### config.mk
export PLATFORM = sky130hd
export DESIGN_NAME = bus_regfile
export DESIGN_NICKNAME = d
export VERILOG_FILES = /design/src/rtl/bus_pkg.sv /design/src/rtl/bus_src_mux.sv /design/src/rtl/bus_regfile.sv
export SDC_FILE = /design/constraint.sdc
export NUM_CORES = 1
export LEC_CHECK = 0
export ABC_AREA = 0
export CAP_MARGIN = 10
export CORE_MARGIN = 4
export CORE_UTILIZATION = 47
export CTS_BUF_LIST = sky130_fd_sc_hd__clkbuf_8
export DETAILED_ROUTE_END_ITERATION = 8
export PLACE_DENSITY_LB_ADDON = 0.05
export SKIP_CTS_REPAIR_TIMING = 1
export SLEW_MARGIN = 20
export SYNTH_ARGS = -nofsm -noshare
export SYNTH_HDL_FRONTEND = slang
export SYNTH_SLANG_ARGS = --single-unit
### constraint.sdc
create_clock -name clock -period 3.7 [get_ports clock]
set_clock_uncertainty 0.05 [all_clocks]
set_input_delay 0.925 -clock clock [delete_from_list [all_inputs] [get_ports clock]]
set_output_delay 0.925 -clock clock [all_outputs]
set_load 0.02 [all_outputs]
### src/rtl/bus_pkg.sv
// Shared encodings for the processor datapath: bus source select and
// default datapath dimensions used by both the control FSM and the datapath.
package bus_pkg;

  typedef enum logic [1:0] {
    SRC_REG = 2'd0,
    SRC_IR  = 2'd1,
    SRC_G   = 2'd2,
    SRC_DIN = 2'd3
  } bus_src_e;

  localparam int DEF_WIDTH = 16;
  localparam int DEF_NREGS = 8;

endpackage

### src/rtl/bus_src_mux.sv
// Combinational 4-way source select feeding the shared processor bus.
module bus_src_mux
  import bus_pkg::*;
#(
  parameter int WIDTH = DEF_WIDTH
) (
  input  logic [1:0]       sel,
  input  logic [WIDTH-1:0] reg_val,
  input  logic [WIDTH-1:0] ir,
  input  logic [WIDTH-1:0] g,
  input  logic [WIDTH-1:0] din,
  output logic [WIDTH-1:0] y
);

  // Pick the source named by sel.
  always_comb begin
    // NOTE: default assigned before the case so no path leaves y unassigned (no latch).
    y = reg_val;
    case (bus_src_e'(sel))
      SRC_REG: y = reg_val;
      SRC_IR:  y = ir;
      SRC_G:   y = g;
      SRC_DIN: y = din;
      default: y = reg_val;
    endcase
  end

endmodule

### src/rtl/bus_regfile.sv
// General-purpose register bank with integrated bus driver. The top register
// is the program counter with its own increment port; the bus keeps its last
// driven value when no source is enabled.
module bus_regfile
  import bus_pkg::*;
#(
  parameter  int WIDTH = DEF_WIDTH,
  parameter  int NREGS = DEF_NREGS,
  localparam int IDXW  = $clog2(NREGS)
) (
  input  logic             clock,
  input  logic             reset,
  input  logic [1:0]       sel_src,
  input  logic [IDXW-1:0]  rd_idx,
  input  logic             bus_oe,
  input  logic [WIDTH-1:0] ir,
  input  logic [WIDTH-1:0] g,
  input  logic [WIDTH-1:0] din,
  input  logic             wr_en,
  input  logic [IDXW-1:0]  wr_idx,
  input  logic             pc_inc,
  input  logic [IDXW-1:0]  dbg_idx,
  output logic [WIDTH-1:0] buswires,
  output logic [WIDTH-1:0] pc,
  output logic [WIDTH-1:0] dbg_data
);

  localparam int PC_IDX = NREGS - 1;

  logic [WIDTH-1:0] regs [NREGS];
  logic [WIDTH-1:0] bus_hold;
  logic [WIDTH-1:0] src_val;

  bus_src_mux #(.WIDTH(WIDTH)) u_src_mux (
    .sel     (sel_src),
    .reg_val (regs[rd_idx]),
    .ir      (ir),
    .g       (g),
    .din     (din),
    .y       (src_val)
  );

  // Bus value: forced to zero in reset, driven source when enabled, else held value.
  always_comb begin
    buswires = bus_hold;
    if (reset) begin
      buswires = '0;
    end else if (bus_oe) begin
      buswires = src_val;
    end
  end

  // Remember the last driven bus value so an idle bus keeps it.
  always_ff @(posedge clock) begin
    if (reset) begin
      bus_hold <= '0;
    end else if (bus_oe) begin
      bus_hold <= buswires;
    end
  end

  // Register array: bus capture and PC increment; a write to the PC beats the increment.
  always_ff @(posedge clock) begin
    if (reset) begin
      // NOTE: the whole array is reset on purpose; every register must read 0 after reset.
      for (int i = 0; i < NREGS; i++) begin
        regs[i] <= '0;
      end
    end else begin
      if (pc_inc) begin
        regs[PC_IDX] <= regs[PC_IDX] + WIDTH'(1);
      end
      // NOTE: the later non-blocking assignment to the same element wins, giving the write priority.
      if (wr_en) begin
        regs[wr_idx] <= buswires;
      end
    end
  end

  assign pc       = regs[PC_IDX];
  assign dbg_data = regs[dbg_idx];

endmodule

## Yosys cells after proc, flatten, opt, wreduce, memory -nomap -nowiden

Memory sizes are Yosys's and may differ from the RTL's.
Cells that the tools add are included.

- Add/subtract/negate cells: 1
- Equality and inequality tests: 4
- Mux-type cells: 15
- Bitwise logic cells: 4
- Reduce and logical (&&, ||, !) cells: 2

Operators by type and width:

| kind | number |
|---|---|
| two-way mux 16 bit | 4 |
| one-hot mux 16 bit (4 select lines) | 1 |
| adder 16 x 1 -> 16 bit (second input constant) | 1 |
| OR reduction 16 bit | 1 |
| two-way mux 1 bit | 9 |
| equality test 2 bit (second input constant) | 2 |
| equality test 3 bit (first input constant) | 1 |
| two-way mux 3 bit | 1 |
| bitwise AND 1 bit | 2 |
| equality test 2 x 1 -> 1 bit (second input constant) | 1 |
| logical NOT 2 bit | 1 |
| inverter 1 bit | 1 |
| OR 1 bit | 1 |

- Register bits after elaboration: 16
- Bits in writable memories: 128
- Output and inout bits: 48
- Memories: 1

Memory list:

| name | depth | width | rd ports | clocked after memory_dff | write ports | line | RTL |
|---|---|---|---|---|---|---|---|
| regs | 8 | 16 | 3 | 0 | 8 | bus_regfile.sv:30 | `logic [WIDTH-1:0] regs [NREGS];` |

## Longest topological paths before layout

- Depth in word-level cells: 6
- Mapped depth: 8
- Mapped depth without buffers: 6

## Hierarchy

Synthesis repeated with hierarchy kept, for this count alone.

- Cell total of the unflattened synthesis: 568
- Area, all modules: 8,246.7 µm²

Modules (own cells, without submodules):

| module | times used | cells an instance | area each (µm²) | seq. area each (µm²) |
|---|---|---|---|---|
| bus_regfile | 1 | 548 | 7,822.5 | 4,164.0 |
| bus_src_mux | 1 | 20 | 424.2 | 0.0 |

## Least setup slack after synthesis

No wires, ideal clock.

- Path kind: in2out
- Start: in sel_src[1]
- End: out buswires[14]
- Arrival time: 2.312 ns
- Setup slack: 0.413 ns
- Stages on the path: 7
- Cell sequence: buf_2 -> nand2b_1 -> clkbuf_1 -> o21ai_0 -> a211o_1 -> buf_2 -> nor2_1

- Cells in the longest elaborated chain, start to end: 4
- Elaborated cells on any way between the ends: 7
- Those cells by class: eq/ne: 3; mux: 3; reduce/logical: 1

RTL lines:

| what | line | RTL |
|---|---|---|
| start: declaration | bus_regfile.sv:13 | `input logic [1:0] sel_src,` |
| equality test 2 bit, or another cell as far along | bus_src_mux.sv:19 | `case (bus_src_e'(sel))` |
| one-hot mux 16 bit (4 select lines) (*) | bus_src_mux.sv:19 |  |
| two-way mux 16 bit (*) | bus_regfile.sv:48 | `end else if (bus_oe) begin` |
| two-way mux 16 bit (*) | bus_regfile.sv:46 | `if (reset) begin` |
| end: declaration | bus_regfile.sv:23 | `output logic [WIDTH-1:0] buswires,` |

Every way passes the cells marked *; elsewhere a longest branch is shown, timed or not.

## Final worst setup path

- Start: in dbg_idx[0]
- End: out dbg_data[3]

- Cells in the longest elaborated chain, start to end: 1

RTL lines:

| what | line | RTL |
|---|---|---|
| start: declaration | bus_regfile.sv:22 | `input logic [IDXW-1:0] dbg_idx,` |
| memory read (8 x 16 bit) | -- |  |
| end: declaration | bus_regfile.sv:25 | `output logic [WIDTH-1:0] dbg_data` |

No other way between the ends.

==> results_dict.tcl <==
set metrics [dict create \
    outcome "finished clean" \
    highest_layer "met4" \
    dpl.hpwl_mm 17.4 \
    routed_wl_mm 25.8 \
    crit_fanout 10 \
    cts.sink_count 144 \
    grt_pass1_vias 6435 \
    syn_nets 756 \
    grt.overflow.total 0 \
    rows 47 \
    final_cells 1067 \
    power.total_mw 3.93 \
    n_antenna_cell 0 \
    worstHoldEndpoint "bus_hold[14]" \
    synth_cells 691 \
    layout_common_cells "nor2_1 (192), edfxtp_1 (128), mux2i_1 (80)" \
    hold_violations 0 \
    die_h_um 138 \
    critPathCaptureType "output pin" \
    synthArstFlopShare_pct 0 \
    wl_met2_mm 12.9 \
    io_pins 112 \
    power_density_nw_per_um2 386 \
    power_frac_seq_pct 48.9 \
    crit_type "in2out" \
    max_clock_freq_ghz 0.274 \
    grt_max_degree 34 \
    syn2layout_area_growth_pct 28.5 \
    tightest_slew_ns 0.857 \
    grt_antenna_before_repair 0 \
    ir_drop_mv 0.277 \
    worst-endpoint-arrival_ns 2.67 \
    power_leakage_nw 4.26 \
    route.detailed.drc 0 \
    initial_core_util_pct 47.8 \
    p_comb_share_pct 20.6 \
    die_x_um 138 \
    synth_area_um2 7930 \
    clk_path_buf_depth 2 \
    via_count 6338 \
    drt_pass1_iterations 5 \
    die_area_um2 19000 \
    ys_warn_count 0 \
    synth_seq_cells 144 \
    h-tree-depth 4 \
    wl_met1_mm 10.3 \
    p_int_mw 2.84 \
    regArea_um2 4160 \
    maxCapViolations 0 \
    rsz0062_at_grt "false" \
    final_common_cell "nor2_1" \
    tns_ns 0 \
    ys.flop_type "edfxtp_1" \
    wl_met3_mm 1.71 \
    drv_slew 0 \
    r2r_setup_slack_ns 1.50 \
    clock_latency_ns 0.45 \
    ant_nets 0 \
    grt_usage_pct 27.5 \
    min_period_ns 3.65 \
    hold_depth 4 \
    crit-reg2reg-capture "regs[7][15]" \
    rr_startpoint "regs[7][5]" \
    fin_crit_sh_pct 98.5 \
    syn_area_per_cell_um2 11.5 \
    gp_congestion 0.860 \
    fill_cells 1391 \
    swShare_pct 27.7 \
    synth_edf_count 128 \
    nets 900 \
    crit_required_ns 2.72 \
    r2r_cells 5 \
    yosys.cell_types.count 37 \
    io_buffers 111 \
    core_um2 16600 \
    max_slew_margin_pct 42.7 \
    first_iter_violations 608 \
    cts_root_buf "clkbuf_8" \
    routedWlPerCell_um 24.2 \
    p_clk_share_pct 30.5 \
    cts_made_buffers 17 \
    cts_tree "yes" \
    clk_pin_slew_ns 0.07 \
    drive_gt1_share_pct 20.5 \
    yosysSeqAreaShare_pct 52.5 \
    setup_violations 0 \
    dp.cells 1033 \
    hold_class "reg2reg" \
    start_kind "primary input" \
    vias_per_cell 5.94 \
    grt_pass1_wl_mm 37.6 \
    multi_input_area_um2 3500 \
    hp-start "bus_hold[14]" \
    p_switching_mw 1.09 \
]
## flip-flops by register name, indices dropped and copies added (netlist names)
register  count
bus_hold     16
regs        128
## power groups by stage
stage	combinational [mW]	clock, mW	sequential (mW)
floorplan	0.415	0	1.95
global placement	0.800	0	1.95
detailed placement	0.808	0	1.96
CTS	0.812	1.20	1.92
global route	0.859	1.28	1.93
finish	0.811	1.20	1.92
## critical path, cell delays in order
cell and delay (ns):
buf_2 0.20, buf_12 0.18, mux4_2 0.50, mux2_2 0.29
clkdlybuf4s50_1 0.56
## kinds of logic after synthesis
logic type                 after synthesis  synth area share (%)
AOI/OAI and AO/OA                       76                  6.34
xor gates and xnor gates                14                  1.55
adders and majority gates                1                 0.158
buffers and inverters                   59                  3.69
DFF                                    144                  52.5
muxes                                  128                  21.5
and+or+nand+nor                        269                  14.3
## how the worst max path moves through the flow
stage                   end        from  slack, ns  cells after the start
2_1_floorplan  buswires[14]  sel_src[1]       0.41                      7
3_3_place_gp   buswires[10]   rd_idx[1]      -0.46                      8
6_report        dbg_data[3]  dbg_idx[0]       0.05                      5
4_1_cts        buswires[13]   rd_idx[1]      -0.56                      8
3_5_place_dp   buswires[13]   rd_idx[1]      -0.55                      8
5_1_grt         dbg_data[3]  dbg_idx[0]      0.005                      5
## cell type report
type                            count  area share [%]
Clock buffer                       18            2.43
Clock inverter                     13            1.19
Inverter                            1          0.0368
Multi-Input combinational cell    488            34.4
Sequential cell                   144            40.9
Tap cell                          220            2.70
Timing Repair Buffer              183            18.4
## metrics by stage
stage	area [um2]	setup WS [ns]	hold WS (ns)	utilization (%)
floorplan	7930	0.413	0.612	-
global placement	9700	-0.464	0.683	58.5
detailed placement	9700	-0.551	0.681	58.5
CTS	10100	-0.562	0.695	60.7
global route	10200	0.00541	0.752	61.5
finish	10200	0.0541	0.703	61.5
## layer usage
| layer | up-vias | global-route usage [%] |
|---|---|---|
| met2 | 295 | 46.4 |
| met4 | 0 | 11.5 |
| met1 | 3156 | 35.4 |
| li1 | 2834 | - |
| met3 | 53 | 4.32 |
| met5 | - | 0 |
## synthesized netlist by cell type, types with 2 or more instances
cell / n / area share, %
edfxtp_1: 128 / 48
xnor2_1: 8 / 0.88
clkbuf_1: 26 / 1.2
or4_1: 5 / 0.47
and3_1: 3 / 0.24
a21o_1: 3 / 0.28
nand2_1: 26 / 1.2
nor3_1: 2 / 0.13
nor4_1: 12 / 0.95
mux2_2: 16 / 2.3
buf_6: 2 / 0.28
o21ai_2: 5 / 0.55
buf_4: 8 / 0.76
o22ai_1: 32 / 2.5
o21ai_0: 16 / 1.0
mux2i_1: 80 / 10
nor2_1: 193 / 9.1
nand4_1: 5 / 0.39
a21oi_1: 5 / 0.32
mux4_2: 32 / 9.1
nand3_1: 6 / 0.38
dfxtp_1: 16 / 4.0
nand2b_1: 3 / 0.24
a31o_2: 4 / 0.44
xor2_1: 6 / 0.66
nor2b_1: 9 / 0.71
clkbuf_2: 2 / 0.13
buf_2: 19 / 1.2
a211o_1: 11 / 1.2
No activity file was read; power rests on OpenSTA's default activity.
